$ cat config.mk
export PLATFORM = sky130hd
export DESIGN_NAME = pll_reset_ctrl
export DESIGN_NICKNAME = d
export VERILOG_FILES = /design/src/rtl/pll_reset_ctrl.sv
export SDC_FILE = /design/constraint.sdc
export NUM_CORES = 1
export LEC_CHECK = 0
export CORE_ASPECT_RATIO = 0.75
export CORE_MARGIN = 10
export CORE_UTILIZATION = 53
export DETAILED_ROUTE_END_ITERATION = 10
export PLACE_DENSITY = 0.85
export SYNTH_ARGS = -nofsm -noshare
export SYNTH_HDL_FRONTEND = slang
export SYNTH_SLANG_ARGS = --single-unit
$ cat constraint.sdc
create_clock -name clk -period 4.7 [get_ports clk]
set_clock_uncertainty 0.1 [all_clocks]
set_input_delay 0.47 -clock clk [delete_from_list [all_inputs] [get_ports clk]]
set_output_delay 0.47 -clock clk [all_outputs]
set_load 0.05 [all_outputs]
$ cat src/rtl/pll_reset_ctrl.sv
// PLL control and reset sequencer: drives altpll areset/clkena, qualifies lock,
// and holds the system in reset until lock has stayed up for a full window.
module pll_reset_ctrl #(
   parameter int NUM_CLKS      = 3,
   parameter int LOCK_CNT_W    = 6,
   parameter int ARESET_CYCLES = 8
) (
   input  logic                clk,
   input  logic                reset_n,
   input  logic [2:0]          address,
   input  logic                chipselect,
   input  logic                read,
   input  logic                write,
   input  logic [15:0]         writedata,
   output logic [15:0]         readdata,
   input  logic                pll_locked,
   output logic                pll_areset,
   output logic [NUM_CLKS-1:0] clkena,
   output logic                resetrequest
);

   typedef enum logic [1:0] {
      ST_ARESET    = 2'd0,
      ST_WAIT_LOCK = 2'd1,
      ST_STABLE    = 2'd2,
      ST_RUN       = 2'd3
   } state_t;

   localparam logic [7:0] ARESET_LAST = 8'(ARESET_CYCLES - 1);

   state_t                state, state_nxt;
   logic [7:0]            areset_cnt, areset_cnt_nxt;
   logic [LOCK_CNT_W-1:0] stab_cnt, stab_cnt_nxt;
   logic                  lock_m, lock_s;
   logic                  lock_lost;
   logic [7:0]            loss_cnt, loss_base;
   logic [NUM_CLKS-1:0]   clkena_mask, clkena_r;
   logic                  loss_event;
   logic                  wr_en, sw_areset, mask_wr, clr_wr;
   logic                  unused;

   // The read strobe is irrelevant because reads are purely combinational.
   assign unused = &{1'b0, read, writedata};

   assign wr_en     = chipselect & write;
   assign mask_wr   = wr_en & (address == 3'd1);
   assign sw_areset = mask_wr & writedata[0];
   assign clr_wr    = wr_en & (address == 3'd2) & writedata[0];

   // NOTE: clocked state uses non-blocking (<=) so every flop samples pre-edge values.
   always_ff @(posedge clk or negedge reset_n) begin
      if (!reset_n) begin
         lock_m <= 1'b0;
         lock_s <= 1'b0;
      end else begin
         lock_m <= pll_locked;
         lock_s <= lock_m;
      end
   end

   // NOTE: every output of this block gets a default first so no latch is inferred.
   always_comb begin
      state_nxt      = state;
      areset_cnt_nxt = areset_cnt;
      stab_cnt_nxt   = stab_cnt;
      loss_event     = 1'b0;
      if (sw_areset) begin
         state_nxt      = ST_ARESET;
         areset_cnt_nxt = '0;
      end else begin
         case (state)
            ST_ARESET: begin
               if (areset_cnt == ARESET_LAST) begin
                  state_nxt      = ST_WAIT_LOCK;
                  areset_cnt_nxt = '0;
               end else begin
                  areset_cnt_nxt = areset_cnt + 8'd1;
               end
            end
            ST_WAIT_LOCK: begin
               if (lock_s) begin
                  state_nxt    = ST_STABLE;
                  stab_cnt_nxt = '0;
               end
            end
            ST_STABLE: begin
               if (!lock_s) begin
                  state_nxt    = ST_WAIT_LOCK;
                  stab_cnt_nxt = '0;
               end else if (&stab_cnt) begin
                  state_nxt = ST_RUN;
               end else begin
                  stab_cnt_nxt = stab_cnt + 1'b1;
               end
            end
            ST_RUN: begin
               if (!lock_s) begin
                  state_nxt  = ST_WAIT_LOCK;
                  loss_event = 1'b1;
               end
            end
            default: state_nxt = ST_ARESET;
         endcase
      end
   end

   always_ff @(posedge clk or negedge reset_n) begin
      if (!reset_n) begin
         state      <= ST_ARESET;
         areset_cnt <= '0;
         stab_cnt   <= '0;
      end else begin
         state      <= state_nxt;
         areset_cnt <= areset_cnt_nxt;
         stab_cnt   <= stab_cnt_nxt;
      end
   end

   // A clear landing on the same edge as a loss is applied first, so the loss survives.
   assign loss_base = clr_wr ? 8'd0 : loss_cnt;

   always_ff @(posedge clk or negedge reset_n) begin
      if (!reset_n) begin
         lock_lost <= 1'b0;
         loss_cnt  <= '0;
      end else if (loss_event) begin
         lock_lost <= 1'b1;
         loss_cnt  <= (loss_base == 8'hFF) ? 8'hFF : loss_base + 8'd1;
      end else if (clr_wr) begin
         lock_lost <= 1'b0;
         loss_cnt  <= '0;
      end
   end

   always_ff @(posedge clk or negedge reset_n) begin
      if (!reset_n) begin
         clkena_mask <= '1;
         clkena_r    <= '0;
      end else begin
         if (mask_wr) clkena_mask <= writedata[8 +: NUM_CLKS];
         clkena_r <= clkena_mask;
      end
   end

   assign pll_areset   = (state == ST_ARESET);
   assign resetrequest = (state != ST_RUN);
   assign clkena       = (state == ST_RUN) ? clkena_r : '0;

   always_comb begin
      readdata = '0;
      case (address)
         3'd0:    readdata = {loss_cnt, 3'b000, state, lock_lost, state == ST_RUN, lock_s};
         3'd1:    readdata[8 +: NUM_CLKS] = clkena_mask;
         default: readdata = '0;
      endcase
   end

endmodule

=== After elaboration in Yosys (flattened, before gate mapping) ===
Cells that the tools add are included.

* Bits in registers: 33
* Logic and storage cells: 66
* Output and inout port bits: 21
* Input port bits: 25

* Equality and inequality tests: 14
* Add/sub/neg operators: 3
* Bitwise operators: 6
* Reduce and logical (&&, ||, !) cells: 8
* Multiplexer cells: 26

{| class="wikitable"
|+ Operators with widths
! operator !! count
|-
| 8-bit two-way mux || 6
|-
| 6-bit two-way mux || 3
|-
| 8-bit by 1-bit adder with 8-bit output, second input constant || 2
|-
| 2-bit two-way mux || 6
|-
| 6-bit one-hot mux with 2 select lines || 1
|-
| 5-bit two-way mux || 2
|-
| 3-bit inequality test, second input constant || 3
|-
| 8-bit by 3-bit == test with 1-bit output, second input constant || 1
|-
| 8-bit == test, second input constant || 1
|-
| 2-bit one-hot mux with 4 select lines || 1
|-
| 4-bit AND reduction || 2
|-
| 6-bit by 1-bit adder with 6-bit output, second input constant || 1
|-
| 3-bit one-hot mux with 2 select lines || 1
|-
| 6-bit AND reduction || 1
|-
| 2-bit nonzero test || 3
|-
| 1-bit bitwise AND || 5
|-
| 1-bit two-way mux || 5
|-
| 2-bit == test, second input constant || 2
|-
| 2-bit inequality test, second input constant || 2
|-
| 4-bit inequality test, second input constant || 1
|-
| 3-bit by 1-bit == test with 1-bit output, second input constant || 1
|-
| 3-bit by 2-bit == test with 1-bit output, second input constant || 1
|-
| 3-bit zero test || 1
|-
| 3-bit two-way mux || 1
|-
| other kinds (4) || 4
|}

=== Depth between registers and ports, before layout ===
* Depth in word-level cells: 7
* Depth in mapped cells: 7
* Depth with buffers taken out: 6

=== Worst setup path after synthesis ===
No wires, ideal clock.

* Path type: input port to output port
* From: input address[0]
* To: output readdata[8]
* Data arrival time: 1.796 ns
* Path slack: 2.334 ns
* Buffers on the path: 1
* Stages: 3
* Required time: 4.130 ns
* Cells stage by stage: buf_2 -> mux2i_1 -> nor3_1

* Word-level cells in the longest chain between the ends: 2
* Elaborated cells on any way between the ends: 3
* Those cells by class: 1 x eq/ne; 1 x mux; 1 x reduce/logical

{| class="wikitable"
|+ Ends and longest elaborated chain
! item !! RTL line !! text
|-
| start, declared || 10 || <nowiki>input logic [2:0] address,</nowiki>
|-
| 3-bit by 1-bit == test with 1-bit output / 3-bit zero test (equally long branches) || 151 || <nowiki>case (address)</nowiki>
|-
| 3-bit one-hot mux with 2 select lines * || 151 ||
|-
| end, declared || 15 || <nowiki>output logic [15:0] readdata,</nowiki>
|}

Every way passes the cells marked *; elsewhere a longest branch is shown, timed or not.

=== Final worst setup path ===
* From: input address[0]
* To: output readdata[2]

* Word-level cells in the longest chain between the ends: 2

{| class="wikitable"
|+ Ends and longest elaborated chain
! item !! RTL line
|-
| 3-bit zero test || 151
|-
| 5-bit two-way mux || 151
|}

Every way passes these cells.

==> flow_summary.yaml <==
run_status:
  status: "finished, final reports clean"
yosys:
  synthAdderAreaFrac: 0.03981
  synth-seq-cells: 33
  synth_compound_area_frac: 0.1745
  yosys-top-cells-area: "dfrtp_1 (40%), and2_1 (5.0%), nand2_1 (4.4%)"
  synth.distinct_cells: 46
  yosys_most_used_dff: "dfrtp_1"
  synth.top_cell.area_share: 0.3981
  synthCells: 202
  syn_area_per_cell_um2: 9.334
  synth_area_um2: 1886
  synth_xor_xnor_area_share: 0.01393
  muxShareOfSynthArea: 0.03384
  synth.largest_area_cell: "dfrtp_1"
  yosysWarnings: 0
  yosys.area_share.simple: 0.2561
  synth_top_family_by_area: "simple AND/OR/NAND/NOR gates"
  synthArstFlopShare: 1.000
  ys_seq_area_frac: 0.4399
  synth_enable_flop_cells: 0
sta:
  period_needed_ns: 3.490
  rsz0062_at_grt: "no"
  period_share: 0.7425
  setup_ws_ns: 1.210
  relSlewSlack: 0.3536
  worst_pin_slew_ns: 0.9622
  hold_slack_ns: 0.2539
  max_freq_ghz: 0.2866
  finalSetupViolCount: 0
  drv_slew: 0
  hold_violations: 0
  setup_tns_ns: 0
clock_network:
  cts_root_buf: "clkbuf_8"
  cts_setup_buffers: 0
  cts_resized: 0
  h-tree-depth: 2
  cts_tree: "done"
  cts_buffers: 5
  holdBufCountCts: 0
  cts_buffer_depth: 2
  cts.clk_slew.worst_paths_ns: 0.06
  cts_num_sinks: 33
  clk_latency_ns: 0.29
critical_path:
  startpoint_type: "input port"
  path_class: "input port to primary output"
  worstReg2RegStart: "state[1]"
  critical_path_arrival_ns: 2.92
  setup.worst_path.start: "address[0]"
  ff2ff_path_depth: 6
  worstPathMaxFanout: 10
  crit_path_end: "readdata[2]"
  critPathCaptureType: "primary output"
  r2r_end: "stab_cnt[4]"
  crit_required_ns: 4.13
  rrSetupSlack_ns: 2.57
die:
  die_y_um: 71.66
  ios: 46
  start_util: 0.5619
  fp.dieW_um: 88.88
  dieArea_um2: 6368
  core_um2: 3356
  rows: 18
global_route:
  grt-ovfl-total: 0
  grt_use_total: 0.1507
  grt_pass1_wl_um: 7665
  grt_start_max_net_pins: 34
  first_global_vias: 1651
  antenna_found_initial: 0
route:
  avgRoutedWirePerCell_um: 16.16
  postRouteAntennaNets: 0
  wirelength_um: 4428
  drtPass1Iterations: 4
  drc: 0
  drt_iter0_markers: 100
  vias_per_cell: 5.920
  vias: 1622
layout:
  area_growth_pct: 21.23
  final_common_cell: "dfrtp_1"
  nets: 264
  num_antenna_cells: 0
  final_cell_mix: "dfrtp_1 (30), clkdlybuf4s50_1 (29), nand2_1 (22)"
  num-fill-cells: 274
  drive_gt1_frac: 0.06838
placement:
  numPortBuffers: 29
  dp.final_hpwl_um: 3302
  routabilityCongestion: 0.8433
  pre_cts_slack_ns: 1.195
pwr:
  ir_drop_mv: 0.2774
  power.leakage_nw: 0.9576
  powerDensity_nw_per_um2: 466.2
  power_mw: 1.066
flow_run:
  maxCapViolCount: 0
hold_path:
  holdCritPathClass: "flip-flop to flip-flop"
==> cell type report <==
| class | instances | area (µm²) | share of cell area |
|---|---|---|---|
| clock buffer | 8 | 90.09 | 0.03941 |
| inverter | 8 | 30.03 | 0.01314 |
| multi-input combinational | 155 | 988.4 | 0.4324 |
| sequential | 33 | 829.5 | 0.3629 |
| tap | 40 | 50.05 | 0.02189 |
| timing repair buffer | 30 | 297.8 | 0.1303 |
==> how the worst min path moves through the flow <==
stage / endpoint / cells after the start / startpoint / slack (ns)
finish: lock_s / 0 / lock_m / 0.25
floorplan: areset_cnt[0] / 0 / reset_n / 0.07
global route: lock_s / 0 / lock_m / 0.27
global placement: lock_s / 0 / lock_m / 0.23
CTS: lock_s / 0 / lock_m / 0.26
detailed placement: lock_s / 0 / lock_m / 0.24
==> registers in the layout, summed over array words and instances, names as in the netlist, 2 cells and up <==
signal and count:
stab_cnt 6, areset_cnt 8, clkena_r 3, loss_cnt 8, clkena_mask 3, state 2
==> power by group <==
group / leakage [nW] / switching [mW] / internal, mW
sequential: 0.416 / 0.0823 / 0.362
clock: 0.0455 / 0.101 / 0.119
combinational: 0.496 / 0.248 / 0.153
total: 0.958 / 0.431 / 0.634
==> metal layers <==
metal	GRT usage	vias up	part of all wire	wire, µm
met5	0	-	0	0
met4	0.06082	0	0.012	53
met3	0.04859	7	0.047	206
met2	0.2439	31	0.49	2150
met1	0.1801	786	0.46	2018
li1	-	798	-	-
==> worst max-delay path: stages <==
cell and delay [ns]:
clkdlybuf4s50_1 0.59, nor3_1 0.81, and2_1 0.24, clkdlybuf4s50_1 0.81
==> Yosys cell counts, types with 6 or more instances <==
cell	number
ha_1	6
inv_1	8
and2_1	15
nand4_1	7
dfrtp_1	30
a21oi_1	12
o21ai_0	8
nand3_1	9
o211ai_1	7
nor2_1	7
nand2_1	22
==> stage by stage <==
stage	util	instance area [µm²]	instances
after CTS	0.6812	2286	274
after floorplan	-	1893	204
after global routing	0.6812	2286	274
after detailed placement	0.6544	2196	266
final	0.6812	2286	274
after global placement	0.6544	2196	266
==> logic make-up after synthesis <==
logic type / Yosys count
AND/OR/NAND/NOR: 88
multiplexers: 6
flip-flops: 33
XOR/XNOR: 3
buffers and inverters: 16
adder cells (fa/ha/maj): 6
other: 1
AO/OA/AOI/OAI: 49
Power figures use the tool's default switching activity.
